===== src/rtl/display_arbiter_pkg.sv =====
// Shared types and helpers for the display arbiter: FSM encoding, digit geometry
// and the one-hot grant encoder.
package display_pkg;

  typedef enum logic [1:0] {
    IDLE  = 2'd0,
    SHOW  = 2'd1,
    BLANK = 2'd2
  } state_t;

  localparam int DIGIT_W = 4;
  localparam int DIGITS  = 4;
  localparam int WORD_W  = DIGIT_W * DIGITS;
  localparam int MAX_REQ = 8;
  localparam int MAX_IDX_W = 3;

  // Callers size-cast the result down to their own requester count.
  function automatic logic [MAX_REQ-1:0] onehot(input logic [MAX_IDX_W-1:0] idx);
    return MAX_REQ'(1) << idx;
  endfunction

endpackage


===== src/rtl/display_arbiter_if.sv =====
// Requester-side bundle of the display arbiter: enable, requests, digit words,
// and the grant/valid/digit outputs toward the seven-segment scan driver.
interface display_arbiter_if #(
  parameter int N_REQ = 3
);
  import display_pkg::*;

  logic                      enable;
  logic [N_REQ-1:0]          req;
  logic [WORD_W*N_REQ-1:0]   data;
  logic [N_REQ-1:0]          grant;
  logic                      valid;
  logic [DIGIT_W-1:0]        d0;
  logic [DIGIT_W-1:0]        d1;
  logic [DIGIT_W-1:0]        d2;
  logic [DIGIT_W-1:0]        d3;

  modport master (
    output enable, req, data,
    input  grant, valid, d0, d1, d2, d3
  );

  modport slave (
    input  enable, req, data,
    output grant, valid, d0, d1, d2, d3
  );

endinterface


===== src/rtl/display_arbiter_rr_pick.sv =====
// Combinational winner selection: optional fixed priority for requester 0,
// otherwise round-robin starting just above the last winner.
module rr_pick #(
  parameter int N_REQ   = 3,
  parameter bit PRIO_EN = 1'b1,
  parameter int IDX_W   = $clog2(N_REQ)
) (
  input  logic [N_REQ-1:0] req,
  input  logic [IDX_W-1:0] rr_ptr,
  output logic [IDX_W-1:0] winner,
  output logic             any
);

  assign any = |req;

  always_comb begin
    logic             found;
    logic [IDX_W-1:0] idx;
    // NOTE: every variable gets a default before any branch so no path leaves it unassigned (no latch).
    winner = '0;
    found  = 1'b0;
    idx    = '0;
    if (PRIO_EN && req[0]) begin
      found = 1'b1;
    end
    // Offsets 1..N_REQ wrap back to rr_ptr itself last, so a lone previous owner still wins.
    for (int k = 1; k <= N_REQ; k++) begin
      idx = IDX_W'((int'(rr_ptr) + k) % N_REQ);
      if (!found && req[idx]) begin
        winner = idx;
        found  = 1'b1;
      end
    end
  end

endmodule


===== src/rtl/display_arbiter.sv =====
// Shares the 4-digit seven-segment display among N_REQ requesters with minimum hold,
// round-robin rotation, requester-0 pre-emption and a blank gap between owners.
module display_arbiter
  import display_pkg::*;
#(
  parameter int N_REQ      = 3,
  parameter int TICK_DIV   = 4,
  parameter int HOLD_TICKS = 2,
  parameter bit PRIO_EN    = 1'b1
) (
  input logic              clk,
  input logic              rst,
  display_arbiter_if.slave bus
);

  localparam int IDX_W  = $clog2(N_REQ);
  localparam int PRE_W  = $clog2(TICK_DIV);
  localparam int HOLD_W = $clog2(HOLD_TICKS + 1);

  state_t             state;
  logic [PRE_W-1:0]   presc;
  logic [IDX_W-1:0]   rr_ptr;
  logic [HOLD_W-1:0]  hold_cnt;
  logic [N_REQ-1:0]   grant_q;
  logic               valid_q;
  logic [WORD_W-1:0]  disp_q;

  logic [WORD_W-1:0]  words [N_REQ];
  logic [IDX_W-1:0]   winner;
  logic               any;
  logic               tick;
  logic               others;
  logic               owner_req;
  logic               preempt;
  logic               launch;

  for (genvar i = 0; i < N_REQ; i++) begin : g_words
    assign words[i] = bus.data[WORD_W*i +: WORD_W];
  end

  rr_pick #(.N_REQ(N_REQ), .PRIO_EN(PRIO_EN), .IDX_W(IDX_W)) u_pick (
    .req    (bus.req),
    .rr_ptr (rr_ptr),
    .winner (winner),
    .any    (any)
  );

  // While showing, rr_ptr always holds the current owner's index.
  assign tick      = (presc == PRE_W'(TICK_DIV - 1));
  assign others    = |(bus.req & ~grant_q);
  assign owner_req = bus.req[rr_ptr];
  assign preempt   = PRIO_EN && (rr_ptr != '0) && bus.req[0];
  assign launch    = any && ((state == IDLE) || (state == BLANK && tick));

  always_ff @(posedge clk) begin
    // NOTE: all state uses non-blocking assignment so every register samples pre-edge values.
    if (rst) begin
      state    <= IDLE;
      presc    <= '0;
      rr_ptr   <= IDX_W'(N_REQ - 1);
      hold_cnt <= '0;
      grant_q  <= '0;
      valid_q  <= 1'b0;
      disp_q   <= '0;
    end else begin
      presc <= tick ? '0 : presc + 1'b1;
      if (!bus.enable) begin
        state    <= IDLE;
        hold_cnt <= '0;
        grant_q  <= '0;
        valid_q  <= 1'b0;
        disp_q   <= '0;
      end else if (launch) begin
        state    <= SHOW;
        grant_q  <= N_REQ'(onehot(MAX_IDX_W'(winner)));
        valid_q  <= 1'b1;
        disp_q   <= words[winner];
        hold_cnt <= HOLD_W'(HOLD_TICKS);
        rr_ptr   <= winner;
      end else begin
        case (state)
          SHOW: begin
            disp_q <= words[rr_ptr];
            if (preempt || !owner_req) begin
              state   <= (preempt || others) ? BLANK : IDLE;
              grant_q <= '0;
              valid_q <= 1'b0;
            end else if (tick) begin
              if (hold_cnt == HOLD_W'(1)) begin
                if (others) begin
                  state   <= BLANK;
                  grant_q <= '0;
                  valid_q <= 1'b0;
                end else begin
                  hold_cnt <= HOLD_W'(HOLD_TICKS);
                end
              end else begin
                hold_cnt <= hold_cnt - 1'b1;
              end
            end
          end
          BLANK: begin
            if (tick) state <= IDLE;
          end
          default: state <= IDLE;
        endcase
      end
    end
  end

  assign bus.grant = grant_q;
  assign bus.valid = valid_q;
  assign bus.d0    = disp_q[3:0];
  assign bus.d1    = disp_q[7:4];
  assign bus.d2    = disp_q[11:8];
  assign bus.d3    = disp_q[15:12];

endmodule

===== src/flat_wrapper.sv =====
// flat-port wrapper written by rule: the top's interface ports become plain ports
module display_arbiter_flat import display_pkg::*;
#(
  parameter int N_REQ      = 3,
  parameter int TICK_DIV   = 4,
  parameter int HOLD_TICKS = 2,
  parameter bit PRIO_EN    = 1'b1
)
  (clk, rst, bus_enable, bus_req, bus_data, bus_grant, bus_valid, bus_d0, bus_d1, bus_d2, bus_d3);
  display_arbiter_if #(.N_REQ(N_REQ)) bus_i ();
  input logic clk;
  input logic rst;
  input wire logic [$bits(bus_i.enable)-1:0] bus_enable;
  input wire logic [$bits(bus_i.req)-1:0] bus_req;
  input wire logic [$bits(bus_i.data)-1:0] bus_data;
  output wire logic [$bits(bus_i.grant)-1:0] bus_grant;
  output wire logic [$bits(bus_i.valid)-1:0] bus_valid;
  output wire logic [$bits(bus_i.d0)-1:0] bus_d0;
  output wire logic [$bits(bus_i.d1)-1:0] bus_d1;
  output wire logic [$bits(bus_i.d2)-1:0] bus_d2;
  output wire logic [$bits(bus_i.d3)-1:0] bus_d3;
  assign bus_i.enable = bus_enable;
  assign bus_i.req = bus_req;
  assign bus_i.data = bus_data;
  assign bus_grant = bus_i.grant;
  assign bus_valid = bus_i.valid;
  assign bus_d0 = bus_i.d0;
  assign bus_d1 = bus_i.d1;
  assign bus_d2 = bus_i.d2;
  assign bus_d3 = bus_i.d3;
  display_arbiter #(.N_REQ(N_REQ), .TICK_DIV(TICK_DIV), .HOLD_TICKS(HOLD_TICKS), .PRIO_EN(PRIO_EN)) u_core (.clk(clk), .rst(rst), .bus(bus_i));
endmodule

===== config.mk =====
export PLATFORM = sky130hd
export DESIGN_NAME = display_arbiter_flat
export DESIGN_NICKNAME = d
export VERILOG_FILES = /design/src/rtl/display_arbiter_pkg.sv /design/src/rtl/display_arbiter_if.sv /design/src/rtl/display_arbiter_rr_pick.sv /design/src/rtl/display_arbiter.sv /design/src/flat_wrapper.sv
export SDC_FILE = /design/constraint.sdc
export NUM_CORES = 1
export LEC_CHECK = 0
export ABC_AREA = 1
export BUFFER_PORTS_ARGS = -buffer_cell sky130_fd_sc_hd__buf_2
export CORE_MARGIN = 4
export CORE_UTILIZATION = 32
export DETAILED_ROUTE_END_ITERATION = 10
export PLACE_DENSITY = 0.6
export SLEW_MARGIN = 20
export SYNTH_ARGS = -nofsm -noshare
export SYNTH_HDL_FRONTEND = slang
export SYNTH_SLANG_ARGS = --single-unit

===== constraint.sdc =====
create_clock -name clk -period 5.2 [get_ports clk]
set_input_delay 0.26 -clock clk [delete_from_list [all_inputs] [get_ports clk]]
set_output_delay 0.26 -clock clk [all_outputs]
set_load 0.01 [all_outputs]

# Word-level counts from Yosys, hierarchy flattened
# Index checks and enable logic that the tools add are counted.
# classes
n_lt_le_gt_ge,6
shift,1
bitwise,6
eq_ne,15
reduce_logical,31
div_mod_pow,3
mux,48
addsub,5
# op_table
operator,n
"32-bit by 3-bit remainder unit with 32-bit output, second input constant",3
16-bit two-way mux,6
16-bit binary-select mux with 2-bit select,2
2-bit two-way mux,15
4-bit AND reduction,5
3-bit two-way mux,6
1-bit two-way mux,14
"2-bit by 3-bit < comparator with 1-bit output, second input constant",4
"3-bit by 1-bit inequality test with 1-bit output, second input constant",4
"4-bit by 1-bit inequality test with 1-bit output, second input constant",3
3-bit nonzero test,3
3-bit OR reduction,3
1-bit binary-select mux with 2-bit select,4
"2-bit by 2-bit adder with 3-bit output, second input constant",2
"3-bit greater-or-equal comparator, second input constant",2
1-bit logical AND,6
2-bit inverter with 3-bit output,2
2-bit nonzero test,3
"2-bit by 1-bit equality test with 1-bit output, second input constant",2
"2-bit equality test, second input constant",2
1-bit logical NOT,4
"2-bit by 1-bit inequality test with 1-bit output, second input constant",2
2-bit case mux with 2 select lines,1
2-bit OR reduction,2
12 further kinds,15
# word_totals
output_inout_bits,20
regBits,28
inputBits,54
elab_cells,124

# Longest topological paths before layout
# Gate-level depths: netlist of the first run.
# logic_depth
word_depth,17
depth_mapped,17
mapped_depth_nobuf,15

# By module
# From an unflattened synthesis of the first run, not the netlist that was laid out.
# hier_totals
cells_unflattened,364
area_unflattened_um2,2189.6
# by_module_without_submodules
mod,instances,area_per_inst_um2,seq_area_each_um2,cells_per_inst
display_arbiter,1,1973.1,560.5,323
rr_pick,1,216.5,0.0,41

# Worst setup path before layout of the first run
# OpenSTA, ideal clock, no wires.
# synth_path
path_kind,reg-to-reg
from,register u_core.rr_ptr[1]
to,register u_core.disp_q[10]
stages_incl_launch_ff,16
arrival_time_ns,2.389
n_path_buf,2
t_required_ns,5.067
setup_time_ns,0.133
slack_ns,2.678
period_less_slack_ns,2.522
cell_sequence,dfxtp_1 > clkbuf_1 > inv_1 > ha_1 > nor2_1 > nand2_1 > nand2_1 > a21oi_4 > nand4_2 > buf_2 > nand3_1 > nand2_1 > inv_1 > nand2_1 > nand2_1 > a21oi_2
# synth_via
elab_chain_cells,17
word_cells_on_any_way,32
classes_between,add/sub: 3; div: 3; mux: 19; bitwise: 2; reduce/logical: 5
# synth_lines
element,line,text
from (decl),display_arbiter.sv:22,logic [IDX_W-1:0] rr_ptr;
from (signal assigned),display_arbiter.sv:60,rr_ptr <= IDX_W'(N_REQ - 1);
from (signal assigned),display_arbiter.sv:79,rr_ptr <= winner;
2-bit by 1-bit adder with 3-bit output,display_arbiter_rr_pick.sv:28,idx = IDX_W'((int'(rr_ptr) + k) % N_REQ);
32-bit by 3-bit remainder unit with 32-bit output,display_arbiter_rr_pick.sv:28,
1-bit binary-select mux with 2-bit select,display_arbiter_rr_pick.sv:29,if (!found && req[idx]) begin
1-bit two-way mux (not written as such),display_arbiter_rr_pick.sv:29,
1-bit logical AND,display_arbiter_rr_pick.sv:29,
1-bit two-way mux,display_arbiter_rr_pick.sv:29,
1-bit logical NOT,display_arbiter_rr_pick.sv:29,
1-bit logical AND,display_arbiter_rr_pick.sv:29,
1-bit two-way mux,display_arbiter_rr_pick.sv:29,
1-bit logical NOT,display_arbiter_rr_pick.sv:29,
1-bit logical AND,display_arbiter_rr_pick.sv:29,
2-bit two-way mux,display_arbiter_rr_pick.sv:29,
2-bit inverter with 3-bit output (not written as such),display_arbiter.sv:77,disp_q <= words[winner];
16-bit binary-select mux with 2-bit select,display_arbiter.sv:77,
16-bit two-way mux (not written as such) (2 in series),display_arbiter.sv:77,
16-bit two-way mux *,display_arbiter.sv:73,end else if (launch) begin
to (signal assigned),display_arbiter.sv:77,
to (signal assigned),display_arbiter.sv:83,disp_q <= words[rr_ptr];
to (decl),display_arbiter.sv:26,logic [WORD_W-1:0] disp_q;
# Mark *: on every way between the ends. The rest lies on a longest branch, timed or not. The select of a mux whose other input is x is not followed.
# A chain may end at the register's enable or synchronous reset.

# Worst setup path in the final report of the first run
# layout_path
from,register u_core.rr_ptr[1]
to,register u_core.disp_q[4]
# Same word-level chain as after synthesis.

==> results of run 1 <==
## layer usage
layer	global-route usage, %	routed length, um
met1	22.4	3500
met2	28.6	3390
met3	3.87	607
met4	3.25	38
met5	0	0
## through the flow
stage	cell area [sq um]	setup WS, ns	hold slack [ns]	total power, mW	util (%)
CTS	2910	1.94	0.173	0.751	39.7
global placement	2840	2.09	0.412	0.560	38.7
finish	2910	1.90	0.181	0.742	39.7
global route	2910	1.64	0.182	0.803	39.7
detailed placement	2840	1.98	0.427	0.563	38.7
floorplan	2430	2.68	0.331	0.480	-
## cells in the mapped netlist, drive strengths merged
cell,count
a211oi,1
ha,5
o31ai,1
o211ai,2
nor2,9
nand2,108
xnor2,1
o21ai,29
or2,2
inv,69
a21oi,70
clkinv,1
dfxtp,28
buf,8
nand3,61
nor3b,1
o221ai,1
clkbuf,10
nor3,1
nand4,4
## flip-flops by register name, summed over array words and instances (netlist names)
signal	cells
u_core.disp_q	16
u_core.rr_ptr	2
u_core.bus.grant	3
u_core.presc	2
u_core.bus.valid	1
u_core.hold_cnt	2
u_core.state	2
## power breakdown
group | switching (mW) | internal, mW | leakage, nW | total (mW)
logic | 0.206 | 0.108 | 1.31 | 0.315
registers | 0.0123 | 0.233 | 0.230 | 0.245
clock network | 0.0786 | 0.103 | 0.0357 | 0.182
total | 0.297 | 0.444 | 1.58 | 0.742
## logic make-up after synthesis
kind of cell	Yosys count	synth area share [%]
simple gates	186	35.0
compound gates	104	23.9
buf+inv	88	15.1
flops	28	23.1
fa+ha+maj	5	2.58
xor+xnor	1	0.361
## critical path: stages, from the launching register on
cell	delay (ns)
dfxtp_1	0.64
inv_1	0.27
ha_1	0.48
nor2_1	0.11
nand2_1	0.08
nand2_1	0.08
a21oi_4	0.19
nand4_2	0.54
nand2_4	0.45
nand3_1	0.12
nand2_1	0.08
nand2_1	0.07
a21oi_1	0.12
## layout make-up
type,instances,area [sq um]
Clock buffer,3,41.3
Inverter,70,263
Fill cell,828,4420
Multi-Input combinational cell,296,1500
Clock inverter,1,30.0
Tap cell,99,124
Sequential cell,28,561
Timing Repair Buffer,76,388
## final timing paths
kind / start / cells past startpoint / slack, ns / to
setup / recovery: u_core.rr_ptr[1] / 12 / 1.90 / u_core.disp_q[4]
hold reg to reg: u_core.presc[0] / 1 / 0.44 / u_core.presc[0]
setup reg to reg: u_core.rr_ptr[1] / 12 / 1.90 / u_core.disp_q[4]
hold / removal: rst / 2 / 0.18 / u_core.presc[0]
==> impl_metrics.py, run 1 <==
metrics = {
    "sta": {
        "maxSlewHeadroom_pct": 47.2,
        "setup_viol": 0,
        "fin_skew_ns": 0.0117,
        "fmaxAchievable_mhz": 303,
        "period_share_pct": 63.4,
        "finalCriticalPeriod_ns": 3.30,
        "hold_viol": 0,
        "rsz0062_at_grt": "false",
        "setup_tns_ns": 0,
        "slew_viol_final": 0,
        "worstMarginPinSlew_ns": 0.791,
    },
    "route": {
        "drt_iter0_drc": 175,
        "postRouteAntennaNets": 0,
        "wl_per_cell_um": 13.2,
        "drcViolationCount": 0,
        "drt-total-wl_um": 7540,
        "vias": 2828,
        "via_per_inst": 4.94,
        "first_pass_iters": 4,
    },
    "synth": {
        "yosysTopAreaCell": "dfxtp_1",
        "synthDistinctLibCells": 30,
        "yosys_warnings": 0,
        "seq_area_frac_synth_pct": 23.1,
        "ys_top_cells_by_area": "dfxtp_1, nand2_1, a21oi_1",
        "synth_top_area_share_pct": 23.1,
        "mappedNetlistArea_sq_um": 2430,
        "syn_nets": 471,
        "avgSynthCellArea_sq_um": 5.89,
        "syn_inst": 412,
        "yosys_register_bits": 28,
    },
    "finish": {
        "fin_nets": 534,
        "final_cell_mix": "nand2_1, buf_2, inv_1, a21oi_1, nand3_1",
        "antenna_cells": 0,
        "drive_gt1_share_pct": 21.9,
        "layout_commonest_cell": "nand2_1",
        "finalNonFillerCells": 573,
        "area_growth_pct": 19.8,
    },
    "global_routing": {
        "grt_start_max_net_pins": 38,
        "antenna_found_initial": 0,
        "overflow": 0,
        "grt_pass1_vias": 2699,
        "grt_pass1_wl_um": 12500,
        "grt_use_total_pct": 17.0,
    },
    "cts": {
        "hold_buffers": 0,
        "cts_root_buf": "clkbuf_8",
        "post_cts_buffers": 0,
        "cts.clk_slew.worst_paths_ns": 0.12,
        "cts_made_buffers": 3,
        "clkSinkCount": 28,
        "cts-htree-levels": 1,
        "cts_tree": "done",
        "ctsResizeCount": 0,
        "clock_latency_ns": 0.29,
        "clk_path_buf_depth": 2,
    },
    "run": {
        "cap_violations": 0,
    },
    "floorplan": {
        "ios": 74,
        "die-width_um": 95.1,
        "num_rows": 31,
        "start_util_pct": 33.1,
        "core_sq_um": 7330,
        "die_h_um": 95.1,
        "die-area_sq_um": 9040,
    },
    "pwr": {
        "powerDensity_nw_per_um2": 255,
        "ir_drop_uv": 114,
        "p_leak_nw": 1.58,
    },
    "critical_path": {
        "worstPathRequired_ns": 5.41,
        "cp_data_arrival_time_ns": 3.51,
        "worstSetupEndpointType": "flip-flop",
        "startpoint_type": "flip-flop",
        "critical_path_class": "flip-flop to flip-flop",
        "path_max_fanout": 18,
    },
    "placement": {
        "io_buffers": 73,
        "dp_hpwl_um": 5670,
        "globalplace.congestion": 0.911,
        "place_inst": 569,
    },
    "outcome": {
        "outcome": "finished clean",
    },
    "min_path": {
        "holdCritPathClass": "input port to flip-flop",
    },
}
(Power assumes the default switching activity.)
==> run 2, diff against run 1 <==
==> constraint.sdc (replaced) <==
create_clock -name clk -period 3.1 [get_ports clk]
set_input_delay 0.155 -clock clk [delete_from_list [all_inputs] [get_ports clk]]
set_output_delay 0.155 -clock clk [all_outputs]
set_load 0.01 [all_outputs]
==> impl_metrics.py, run 2 (synthesis gave the netlist of run 1 again) <==
metrics = {
    "outcome": {
        "outcome": "finished clean",
    },
    "global_routing": {
        "grt_pass1_wl_um": 12500,
        "overflow": 0,
        "antenna_found_initial": 0,
        "grt_start_max_net_pins": 33,
        "grt_pass1_vias": 2674,
        "grt_use_total_pct": 17.3,
    },
    "finish": {
        "layout_commonest_cell": "nand2_1",
        "drive_gt1_share_pct": 22.4,
        "fillers": 794,
        "antenna_cells": 0,
        "final_cell_mix": "nand2_1, buf_2, inv_1, a21oi_1, nand3_1",
        "area_growth_pct": 20.7,
        "max_flop_register": "u_core.disp_q",
        "fin_area_sq_um": 2930,
        "largest_register_ffs": 16,
        "fin_nets": 537,
    },
    "pwr": {
        "powerDensity_nw_per_um2": 423,
        "ir_drop_uv": 154,
        "p_leak_nw": 1.59,
    },
    "sta": {
        "fmaxAchievable_mhz": 387,
        "period_share_pct": 83.4,
        "setup_viol": 0,
        "fin_skew_ns": 0.00527,
        "rsz0062_at_grt": "false",
        "setup_tns_ns": 0,
        "hold_viol": 0,
        "layout_setup_ws_ns": 0.514,
        "finalCriticalPeriod_ns": 2.59,
        "maxSlewHeadroom_pct": 26.7,
        "slew_viol_final": 0,
        "worstMarginPinSlew_ns": 1.09,
    },
    "placement": {
        "place_area_sq_um": 2860,
        "globalplace.congestion": 0.847,
        "dp_hpwl_um": 5620,
        "dp_slack_ns": 0.512,
        "io_buffers": 73,
    },
    "run": {
        "cap_violations": 0,
    },
    "cts": {
        "clock_latency_ns": 0.28,
        "cts.clk_slew.worst_paths_ns": 0.10,
        "ctsResizeCount": 0,
        "cts-htree-levels": 1,
        "clkSinkCount": 28,
        "cts_tree": "done",
        "clk_path_buf_depth": 2,
        "post_cts_buffers": 0,
        "hold_buffers": 0,
        "cts_root_buf": "clkbuf_8",
        "cts_made_buffers": 3,
    },
    "floorplan": {
        "num_rows": 31,
        "core_sq_um": 7330,
        "die_h_um": 95.1,
        "die-area_sq_um": 9040,
        "start_util_pct": 33.1,
        "ios": 74,
        "die-width_um": 95.1,
    },
    "critical_path": {
        "reg2reg_slack_ns": 0.51,
        "worstSetupEndpointType": "flip-flop",
        "cp_data_arrival_time_ns": 2.81,
        "r2r_end": "u_core.disp_q[12]",
        "worstPathRequired_ns": 3.32,
        "startpoint_type": "flip-flop",
        "reg2reg_depth": 13,
        "path_max_fanout": 18,
        "r2r-start": "u_core.rr_ptr[0]",
        "critical_path_class": "flip-flop to flip-flop",
        "critPathLaunch": "u_core.rr_ptr[0]",
        "critPathCapture": "u_core.disp_q[12]",
    },
    "route": {
        "drcViolationCount": 0,
        "wl_per_cell_um": 13.2,
        "drt-total-wl_um": 7630,
        "postRouteAntennaNets": 0,
        "first_pass_iters": 5,
        "vias": 2827,
        "via_per_inst": 4.91,
        "drt_iter0_drc": 128,
    },
    "min_path": {
        "holdCritPathClass": "input port to flip-flop",
    },
}
[run 2: changes by cell type in the layout (fill, tap and decap cells not counted), sizes merged]
cell	previous run	this run
buf	76	79
[run 2: cell type report]
type / instances / area, sq um / share of cell area [%]
Sequential cell: 28 / 561 / 19.1
Multi-Input combinational cell: 296 / 1500 / 51.2
Clock buffer: 3 / 41.3 / 1.41
Clock inverter: 1 / 30.0 / 1.02
Tap cell: 99 / 124 / 4.23
Inverter: 70 / 263 / 8.97
Timing Repair Buffer: 79 / 410 / 14.0
[run 2: worst min path at each step]
stage,startpoint,endpoint,slack [ns],cells past startpoint
floorplan,rst,u_core.presc[0],0.23,1
detailed placement,rst,u_core.presc[0],0.37,2
global placement,rst,u_core.presc[0],0.38,2
finish,rst,u_core.presc[0],0.07,2
CTS,rst,u_core.presc[0],0.06,2
global route,rst,u_core.presc[0],0.07,2
[run 2: where the power goes]
group | internal, mW | switching (mW)
sequential | 0.390 | 0.0164
clock | 0.173 | 0.123
combinational | 0.185 | 0.351
[run 2: worst max-delay path: stages, from the launching register on]
cell      delay (ns)
dfxtp_1         0.37
clkinv_1        0.18
ha_1            0.44
nor2_1          0.19
nand2_1         0.07
nand2_1         0.10
a21oi_4         0.06
nand3_2         0.11
nand3_2         0.30
nand2_4         0.33
nand3_1         0.12
nand2_1         0.07
nand2_1         0.07
a21oi_2         0.10
[run 2: per-layer routing]
layer / GRT usage [%] / part of all wire [%] / vias to the layer above
met5: 0 / 0 / -
met4: 3.85 / 0.94 / 0
met3: 4.03 / 7.6 / 8
met2: 27.0 / 43 / 114
met1: 24.2 / 49 / 1241
li1: - / - / 1464
[run 2: per-stage QoR]
step           hold WS, ns  util [%]  power (mW)  instances
2_1_floorplan        0.226         -       0.805        412
4_1_cts             0.0638      40.0        1.25        576
3_5_place_dp         0.372      39.0       0.949        572
3_3_place_gp         0.377      39.0       0.947        572
5_1_grt             0.0694      40.0        1.35        576
6_report            0.0697      40.0        1.24        576
